**src/rtl/fetch_unit.sv**
```systemverilog
`default_nettype none
// ============================================================================
//  Module   : fetch_unit
//  Purpose  : Instruction fetch stage. Holds the PC, issues in-order word
//             requests to instruction memory, buffers returned words in a
//             small FIFO and hands {instr, pc} to decode. Redirects flush the
//             FIFO and discard every response still in flight.
//  Ports    : clk, rst_n            - clock / async active-low reset
//             imem_req_*            - request channel (valid/ready/addr)
//             imem_rsp_*            - response channel (valid/data), in order
//             redirect_valid/_pc    - single-cycle restart request
//             instr_valid/_ready    - decode handshake
//             instr_data/_pc        - FIFO head word and its PC
//  Revision : 1.0 - initial release
// ============================================================================
module fetch_unit #(
   parameter logic [31:0] RESET_PC   = 32'h0000_0000,
   parameter int          FIFO_DEPTH = 2
) (
   input  logic        clk,
   input  logic        rst_n,
   output logic        imem_req_valid,
   input  logic        imem_req_ready,
   output logic [31:0] imem_req_addr,
   input  logic        imem_rsp_valid,
   input  logic [31:0] imem_rsp_data,
   input  logic        redirect_valid,
   input  logic [31:0] redirect_pc,
   output logic        instr_valid,
   input  logic        instr_ready,
   output logic [31:0] instr_data,
   output logic [31:0] instr_pc
);

   localparam int            PW      = $clog2(FIFO_DEPTH);
   localparam int            CW      = PW + 1;
   localparam logic [CW-1:0] C_DEPTH = CW'(FIFO_DEPTH);

   localparam logic [1:0] ST_BOOT  = 2'd0;
   localparam logic [1:0] ST_RUN   = 2'd1;
   localparam logic [1:0] ST_FLUSH = 2'd2;

   logic [1:0]    state_q, state_d;
   logic [31:0]   pc_q, pc_d;
   logic [CW-1:0] out_q, out_d;      // requests accepted, response not yet seen
   logic [CW-1:0] drop_q, drop_d;    // in-flight responses still to discard
   logic [CW-1:0] fcnt_q, fcnt_d;

   // PC tag queue: one entry per in-flight request, popped by every response
   logic [31:0]   tag_q [FIFO_DEPTH];
   logic [PW-1:0] tag_wr_q, tag_rd_q;

   // Instruction FIFO
   logic [31:0]   fdat_q [FIFO_DEPTH];
   logic [31:0]   fpc_q  [FIFO_DEPTH];
   logic [PW-1:0] fwr_q, frd_q;

   logic w_credit;
   logic w_req_fire;
   logic w_rsp_fire;
   logic w_rsp_keep;
   logic w_pop;
   logic w_unused;

   // Low address bits of a redirect target are forced to zero
   assign w_unused = ^redirect_pc[1:0];

   // Credit counts both in-flight requests and buffered words, so every
   // response is guaranteed a FIFO slot and imem_rsp needs no backpressure.
   assign w_credit       = ({1'b0, out_q} + {1'b0, fcnt_q}) < {1'b0, C_DEPTH};
   assign imem_req_valid = (state_q != ST_BOOT) && w_credit;
   assign imem_req_addr  = pc_q;
   assign w_req_fire     = imem_req_valid && imem_req_ready;

   // A response with nothing outstanding (e.g. from before a reset) is ignored
   assign w_rsp_fire = imem_rsp_valid && (out_q != '0);
   // A response in the redirect cycle belongs to the old stream as well
   assign w_rsp_keep = w_rsp_fire && !redirect_valid && (drop_q == '0);

   assign instr_valid = (fcnt_q != '0);
   assign instr_data  = fdat_q[frd_q];
   assign instr_pc    = fpc_q[frd_q];
   assign w_pop       = instr_valid && instr_ready && !redirect_valid;

   always_comb begin
      out_d = out_q + {{(CW-1){1'b0}}, w_req_fire} - {{(CW-1){1'b0}}, w_rsp_fire};

      // On redirect everything still in flight after this cycle is stale,
      // which is exactly the next outstanding count.
      drop_d = drop_q;
      if (redirect_valid) begin
         drop_d = out_d;
      end else if (w_rsp_fire && (drop_q != '0)) begin
         drop_d = drop_q - 1'b1;
      end

      pc_d = pc_q;
      if (redirect_valid) begin
         pc_d = {redirect_pc[31:2], 2'b00};
      end else if (w_req_fire) begin
         pc_d = pc_q + 32'd4;
      end

      fcnt_d = fcnt_q;
      if (redirect_valid) begin
         fcnt_d = '0;
      end else begin
         fcnt_d = fcnt_q + {{(CW-1){1'b0}}, w_rsp_keep} - {{(CW-1){1'b0}}, w_pop};
      end

      state_d = state_q;
      case (state_q)
         ST_BOOT:  state_d = ST_RUN;
         ST_RUN:   if (redirect_valid && (drop_d != '0)) state_d = ST_FLUSH;
         ST_FLUSH: if (drop_d == '0) state_d = ST_RUN;
         default:  state_d = ST_BOOT;
      endcase
   end

   always_ff @(posedge clk or negedge rst_n) begin
      if (!rst_n) begin
         state_q  <= ST_BOOT;
         pc_q     <= RESET_PC;
         out_q    <= '0;
         drop_q   <= '0;
         fcnt_q   <= '0;
         tag_wr_q <= '0;
         tag_rd_q <= '0;
         fwr_q    <= '0;
         frd_q    <= '0;
         for (int i = 0; i < FIFO_DEPTH; i++) begin
            tag_q[i]  <= '0;
            fdat_q[i] <= '0;
            fpc_q[i]  <= '0;
         end
      end else begin
         state_q <= state_d;
         pc_q    <= pc_d;
         out_q   <= out_d;
         drop_q  <= drop_d;
         fcnt_q  <= fcnt_d;

         if (w_req_fire) begin
            tag_q[tag_wr_q] <= pc_q;
            tag_wr_q        <= tag_wr_q + 1'b1;
         end
         if (w_rsp_fire) begin
            tag_rd_q <= tag_rd_q + 1'b1;
         end

         if (redirect_valid) begin
            fwr_q <= '0;
            frd_q <= '0;
         end else begin
            if (w_rsp_keep) begin
               fdat_q[fwr_q] <= imem_rsp_data;
               fpc_q[fwr_q]  <= tag_q[tag_rd_q];
               fwr_q         <= fwr_q + 1'b1;
            end
            if (w_pop) begin
               frd_q <= frd_q + 1'b1;
            end
         end
      end
   end

endmodule
`default_nettype wire

```
**config.mk**
```make
export PLATFORM = sky130hd
export DESIGN_NAME = fetch_unit
export DESIGN_NICKNAME = d
export VERILOG_FILES = /design/src/rtl/fetch_unit.sv
export SDC_FILE = /design/constraint.sdc
export NUM_CORES = 1
export LEC_CHECK = 0
export ABC_AREA = 1
export BUFFER_PORTS_ARGS = -buffer_cell sky130_fd_sc_hd__buf_2
export CELL_PAD_IN_SITES_DETAIL_PLACEMENT = 1
export CELL_PAD_IN_SITES_GLOBAL_PLACEMENT = 1
export CORE_UTILIZATION = 45
export CTS_CLUSTER_SIZE = 10
export DETAILED_ROUTE_END_ITERATION = 10
export PLACE_DENSITY = 0.94
export RECOVER_POWER = 25
export SLEW_MARGIN = 20
export SYNTH_ARGS = -nofsm -noshare
export SYNTH_HDL_FRONTEND = slang
export SYNTH_SLANG_ARGS = --single-unit
export TNS_END_PERCENT = 100
```
**constraint.sdc**
```tcl
create_clock -name clk -period 6.45 [get_ports clk]
set_clock_uncertainty 0.1 [all_clocks]
set_input_delay 0.645 -clock clk [delete_from_list [all_inputs] [get_ports clk]]
set_output_delay 0.645 -clock clk [all_outputs]
set_load 0.02 [all_outputs]
```
; After elaboration in Yosys (flattened, before gate mapping)
; Cells that the tools add are included.
[classes]
n_bitwise = 5
reduce_logical = 25
mux = 28
order_cmp = 7
addsub = 11
n_eq_ne = 4
[ops]
columns = operator, n
row1 = two-way mux 32 bit, 13
row2 = bitwise mux 64 bit, 3
row3 = demux 32 bit (select 1 bit), 2
row4 = "adder 32 x 3 -> 32 bit, second input constant", 1
row5 = nonzero test 2 bit, 8
row6 = logical AND 1 bit, 11
row7 = two-way mux 2 bit, 5
row8 = ">= comparator 2 bit, second input constant", 4
row9 = inverter 1 -> 2 bit, 4
row10 = zero test 2 bit, 3
row11 = one-hot mux 2 bit (3 select lines), 1
row12 = "adder 1 bit, second input constant", 4
row13 = adder 2 x 1 -> 2 bit, 2
row14 = "< comparator 2 x 1 -> 1 bit, second input constant", 2
row15 = two-way mux 1 bit, 4
row16 = "inequality test 2 bit, second input constant", 2
row17 = AND reduction 2 bit, 2
row18 = subtractor 2 x 1 -> 2 bit, 2
row19 = adder 2 x 2 -> 3 bit, 1
row20 = "< comparator 3 x 2 -> 1 bit, second input constant", 1
row21 = "== test 2 x 1 -> 1 bit, second input constant", 1
row22 = "== test 2 bit, second input constant", 1
row23 = "subtractor 2 x 1 -> 2 bit, second input constant", 1
row24 = zero test 1 bit, 1
row25 = inverter 1 bit, 1
[totals]
reg_bits = 236

; Depth between registers and ports, before layout
[logic_depth]
word_depth = 11
depth_mapped = 17
ltp_nobuf = 16

; Least setup slack after synthesis
; OpenSTA, ideal clock, no wires.
[synth_timing]
kind = reg2reg
startpoint = register out_q[0]
endpoint = register state_q[1]
arrival_ps = 2749
setup_slack_ps = 3473
period_less_slack_ps = 2977
stages_incl_launch_ff = 15
cell_sequence = dfrtp_1 > nand2_1 > inv_1 > fa_1 > nor3_4 > nand2_2 > buf_2 > ha_1 > inv_1 > ha_1 > or2_2 > nand2_1 > nand2_1 > nand2_1 > o21ai_0
[synth_between]
elab_chain_cells = 11
word_cells_on_any_way = 17
[synth_lines]
columns = element, line_no
row1 = "start, declared", 45  ; logic [CW-1:0] out_q, out_d;
row2 = "start signal, assigned", 139  ; out_q <= out_d;
row3 = adder 2 x 2 -> 3 bit (*), 70  ; assign w_credit = ({1'b0, out_q} + {1'b0, fcnt_q}) < {1'b0, C_DEPTH};
row4 = < comparator 3 x 2 -> 1 bit (*), 70
row5 = logical AND 1 bit (*), 71  ; assign imem_req_valid = (state_q != ST_BOOT) && w_credit;
row6 = net imem_req_valid, 22  ; output logic imem_req_valid,
row7 = logical AND 1 bit (*), 73  ; assign w_req_fire = imem_req_valid && imem_req_ready;
row8 = adder 2 x 1 -> 2 bit (*), 86  ; out_d = out_q + {{(CW-1){1'b0}}, w_req_fire} - {{(CW-1){1'b0}}, w_rsp_fire};
row9 = subtractor 2 x 1 -> 2 bit (*), 86
row10 = net out_d[0], 45
row11 = two-way mux 2 bit (*), 91  ; if (redirect_valid) begin
row12 = nonzero test 2 bit, 114  ; ST_RUN: if (redirect_valid && (drop_d != '0)) state_d = ST_FLUSH;
row13 = logical AND 1 bit, 114
row14 = inequality test 2 bit (no source line), -
row15 = AND reduction 2 bit (no source line) (*), -
row16 = "end signal, assigned", 137  ; state_q <= state_d;
row17 = "end, declared", 43  ; logic [1:0] state_q, state_d;
; The timed path passes the listed nets; every way through them passes the cells marked *.
; A chain may end at the register's enable or synchronous reset.

; Final worst setup path
[layout_timing]
startpoint = register frd_q
endpoint = output port instr_data[20]
[layout_between]
elab_chain_cells = 4
[layout_lines]
columns = element, line_no
row1 = "start, declared", 56  ; logic [PW-1:0] fwr_q, frd_q;
row2 = "start signal, assigned", 161  ; frd_q <= frd_q + 1'b1;
row3 = inverter 1 -> 2 bit (implied by the code), 81  ; assign instr_data = fdat_q[frd_q];
row4 = two-way mux 32 bit (implied by the code) (3 in series), 81
row5 = "end, declared", 31  ; output logic [31:0] instr_data,
; Every way passes these cells. The select of a mux whose other input is x is not followed.

==> impl_results.md <==
- Placer congestion estimate: 0.880
- Crit end category: primary output
- Synth async-reset ratio: 100%
- Area of the multi-input gates: 0.00418 mm2
- Number of enable flip-flop cells after synthesis: 0
- H-tree depth: 1
- Vias post-DR: 9,699
- Top Layer Used: met4
- R2R Path Start: out_q[0]$_DFF_PN0_
- FILL cells: 2,968
- Area leader, netlist: dfrtp_1
- Crit Path Category: reg2out
- Detailed Routing Iterations Pass 1: 5
- Sequential fraction of the synthesis area: 52.5%
- DP HPWL: 21,300 um
- Via-to-Cell Ratio: 5.27
- Final hold vios: 0
- TritonCTS Buffers: 26
- PostCTS Resize Cnt: 0
- CTS Hold Buffers Added: 0
- CP Launch Type: flip-flop
- Critical Path RT: 5700 ps
- Area after DPL: 0.0117 mm2
- Area fraction of the dominant cell type after synthesis: 52.5%
- Critical Path Fanout Max: 93
- DR iter-0 viols: 759
- Initial antenna violation count: 0
- # DRC: 0
- Final setup fails: 0
- Worst VDD drop: 0.191 mV
- Gr usage total: 28.0%
- Met2 routed wirelength: 16,900 um
- Number of clock sinks: 226
- Die area: 0.0246 mm2
- Largest net degree at the start of global routing: 96
- Static Leakage: 6.37 nW
- CP Launch Point: frd_q$_DFFE_PN0P_
- Fin area: 0.0124 mm2
- Setup Buffers After CTS: 0
- Yosys warnings: 0
- WL final: 33,700 um
- CTS tree: done
- Max-slew violations: 0
- Core box area: 0.0235 mm2
- First-pass GRT wire length: 54,000 um
- Reg area: 0.00566 mm2
- Starting Density: 45.9%
- Final critical path time including I/O delays and setup: 3650 ps
- Worst slew margin: 8.26%
- Metal-1 WL: 14,200 um
- CTS max path bufs: 3
- Final setup TNS: 0 ps
- Layout Area Growth over Synthesis: 14.8%
- Synth cell types: 33
- Routed WL per cell: 18.3 um
- Power per cell area: 484 mW/mm2
- Antenna-violating nets left: 0
- Vias in the first global route: 10,380
- Hold Slack: 45.9 ps
- Gate Count Post-Synth: 1,391
- Num rows: 56
- I/O Buffers: 161
- Max-Cap Viols: 0
- Main synth FF type: dfrtp_1
- Worst-Margin Slew: 1380 ps
- Die height: 157 um
- Layout cells sized above 1: 14.1%
- N_diodes: 0
- Clock root cell: clkbuf_16
- # IOs: 168
- DIE WIDTH: 157 um
- Fmax: 0.274 GHz
- Total power: 5.99 mW
- Mean Syn Cell Area: 7.75 um2
- Top post-synthesis cells by count: nand2_1, dfrtp_1, o21ai_0
- RSZ-0062 raised after global routing: no
- Clk pin slew, worst setup/hold paths: 60 ps
- Clock Latency Late Sink: 520 ps
- Hold Path Class: in2async
- Most common cell in the netlist: nand2_1
- Remaining global-route overflow: 0
- Wire length on met3: 1760 um
- Largest cells by area after synthesis: dfrtp_1, nand2_1, o21ai_0, inv_1, nor2_1
- Synthesis-stage register bit count: 226
- Outcome: finished clean
- Post-Syn Area: 0.0108 mm2
- Final nets: 1,596
- R2R Setup Slk: 3300 ps
- CP Data Arrival Time: 2910 ps
- Final Cycle Share: 56.6%
-- flip-flops by register name, summed over array words and instances, names as in the netlist --
signal	cells
state_q	2
frd_q	1
fpc_q	60
tag_rd_q	1
fwr_q	1
tag_q	60
fdat_q	64
drop_q	2
tag_wr_q	1
out_q	2
imem_req_addr	30
fcnt_q	2
-- cell families (layout without fill, tap and decap cells) --
logic type | Yosys count | count (layout) | synth area share [%]
AO/OA/AOI/OAI | 246 | 246 | 11.7
buffers and inverters | 224 | 351 | 8.86
XOR/XNOR | 28 | 28 | 2.28
adder cells (fa/ha/maj) | 7 | 7 | 0.882
AND/OR/NAND/NOR | 659 | 659 | 23.7
other | 1 | 4 | 0.0348
flip-flops | 226 | 226 | 52.5
-- final timing paths --
kind / endpoint / cells past startpoint
setup / recovery: instr_data[20] / 5
hold / removal: fpc_q[26]$_DFFE_PN0P_ / 1
setup reg to reg: tag_q[61]$_DFFE_PN0P_ / 9
hold reg to reg: fpc_q[7]$_DFFE_PN0P_ / 2
max in group asynchronous: fpc_q[55]$_DFFE_PN0P_ / 2
min in group clk: imem_req_addr[28]$_DFFE_PN0N_ / 3
-- cell usage in the layout (no fill, tap or decap), drive strengths merged, types with 4 or more instances in the layout --
cell	synthesis	layout
a21oi	21	21
o21ai	211	211
nand3	20	20
o211ai	8	8
conb	1	4
dfrtp	226	226
xor2	25	25
o21bai	4	4
ha	6	6
buf	40	168
nand2	556	556
inv	151	150
clkbuf	32	30
nor2	77	77
-- stage by stage --
stage | utilization, % | setup slack (ps) | cells
5_1_grt | 52.7 | 2650 | 1840
3_3_place_gp | 49.8 | 2880 | 1810
2_1_floorplan | - | 3470 | 1394
3_5_place_dp | 49.8 | 2830 | 1810
6_report | 52.7 | 2800 | 1840
4_1_cts | 52.7 | 2760 | 1840
-- report_power, final --
| group | internal, mW | total, mW | switching (mW) |
|---|---|---|---|
| combinational | 0.688 | 2.28 | 1.59 |
| clock | 0.735 | 1.29 | 0.550 |
| sequential | 2.01 | 2.43 | 0.419 |
| total | 3.43 | 5.99 | 2.56 |
-- critical path, cell delays in order, from the launching register on --
cell and delay [ps]:
dfrtp_2 340, buf_4 710, clkinv_2 760, nand2_1 260
nand2_1 90, buf_2 170
-- per-layer routing --
layer,GRT usage (%),vias to the layer above
met1,35.9,4826
met5,0,-
li1,-,4521
met2,49.0,291
met3,3.63,61
met4,8.73,0
-- final cells by class --
cell class              instances  share of cell area (%)
repair buffers                169                    7.05
flip-flops and latches        226                    45.7
well taps                     319                    3.23
inverters                     152                    4.65
clock inverters                 1                  0.0405
multi-input cells             944                    33.8
clock buffers                  29                    5.52
No activity file was read; power rests on OpenSTA's default activity.
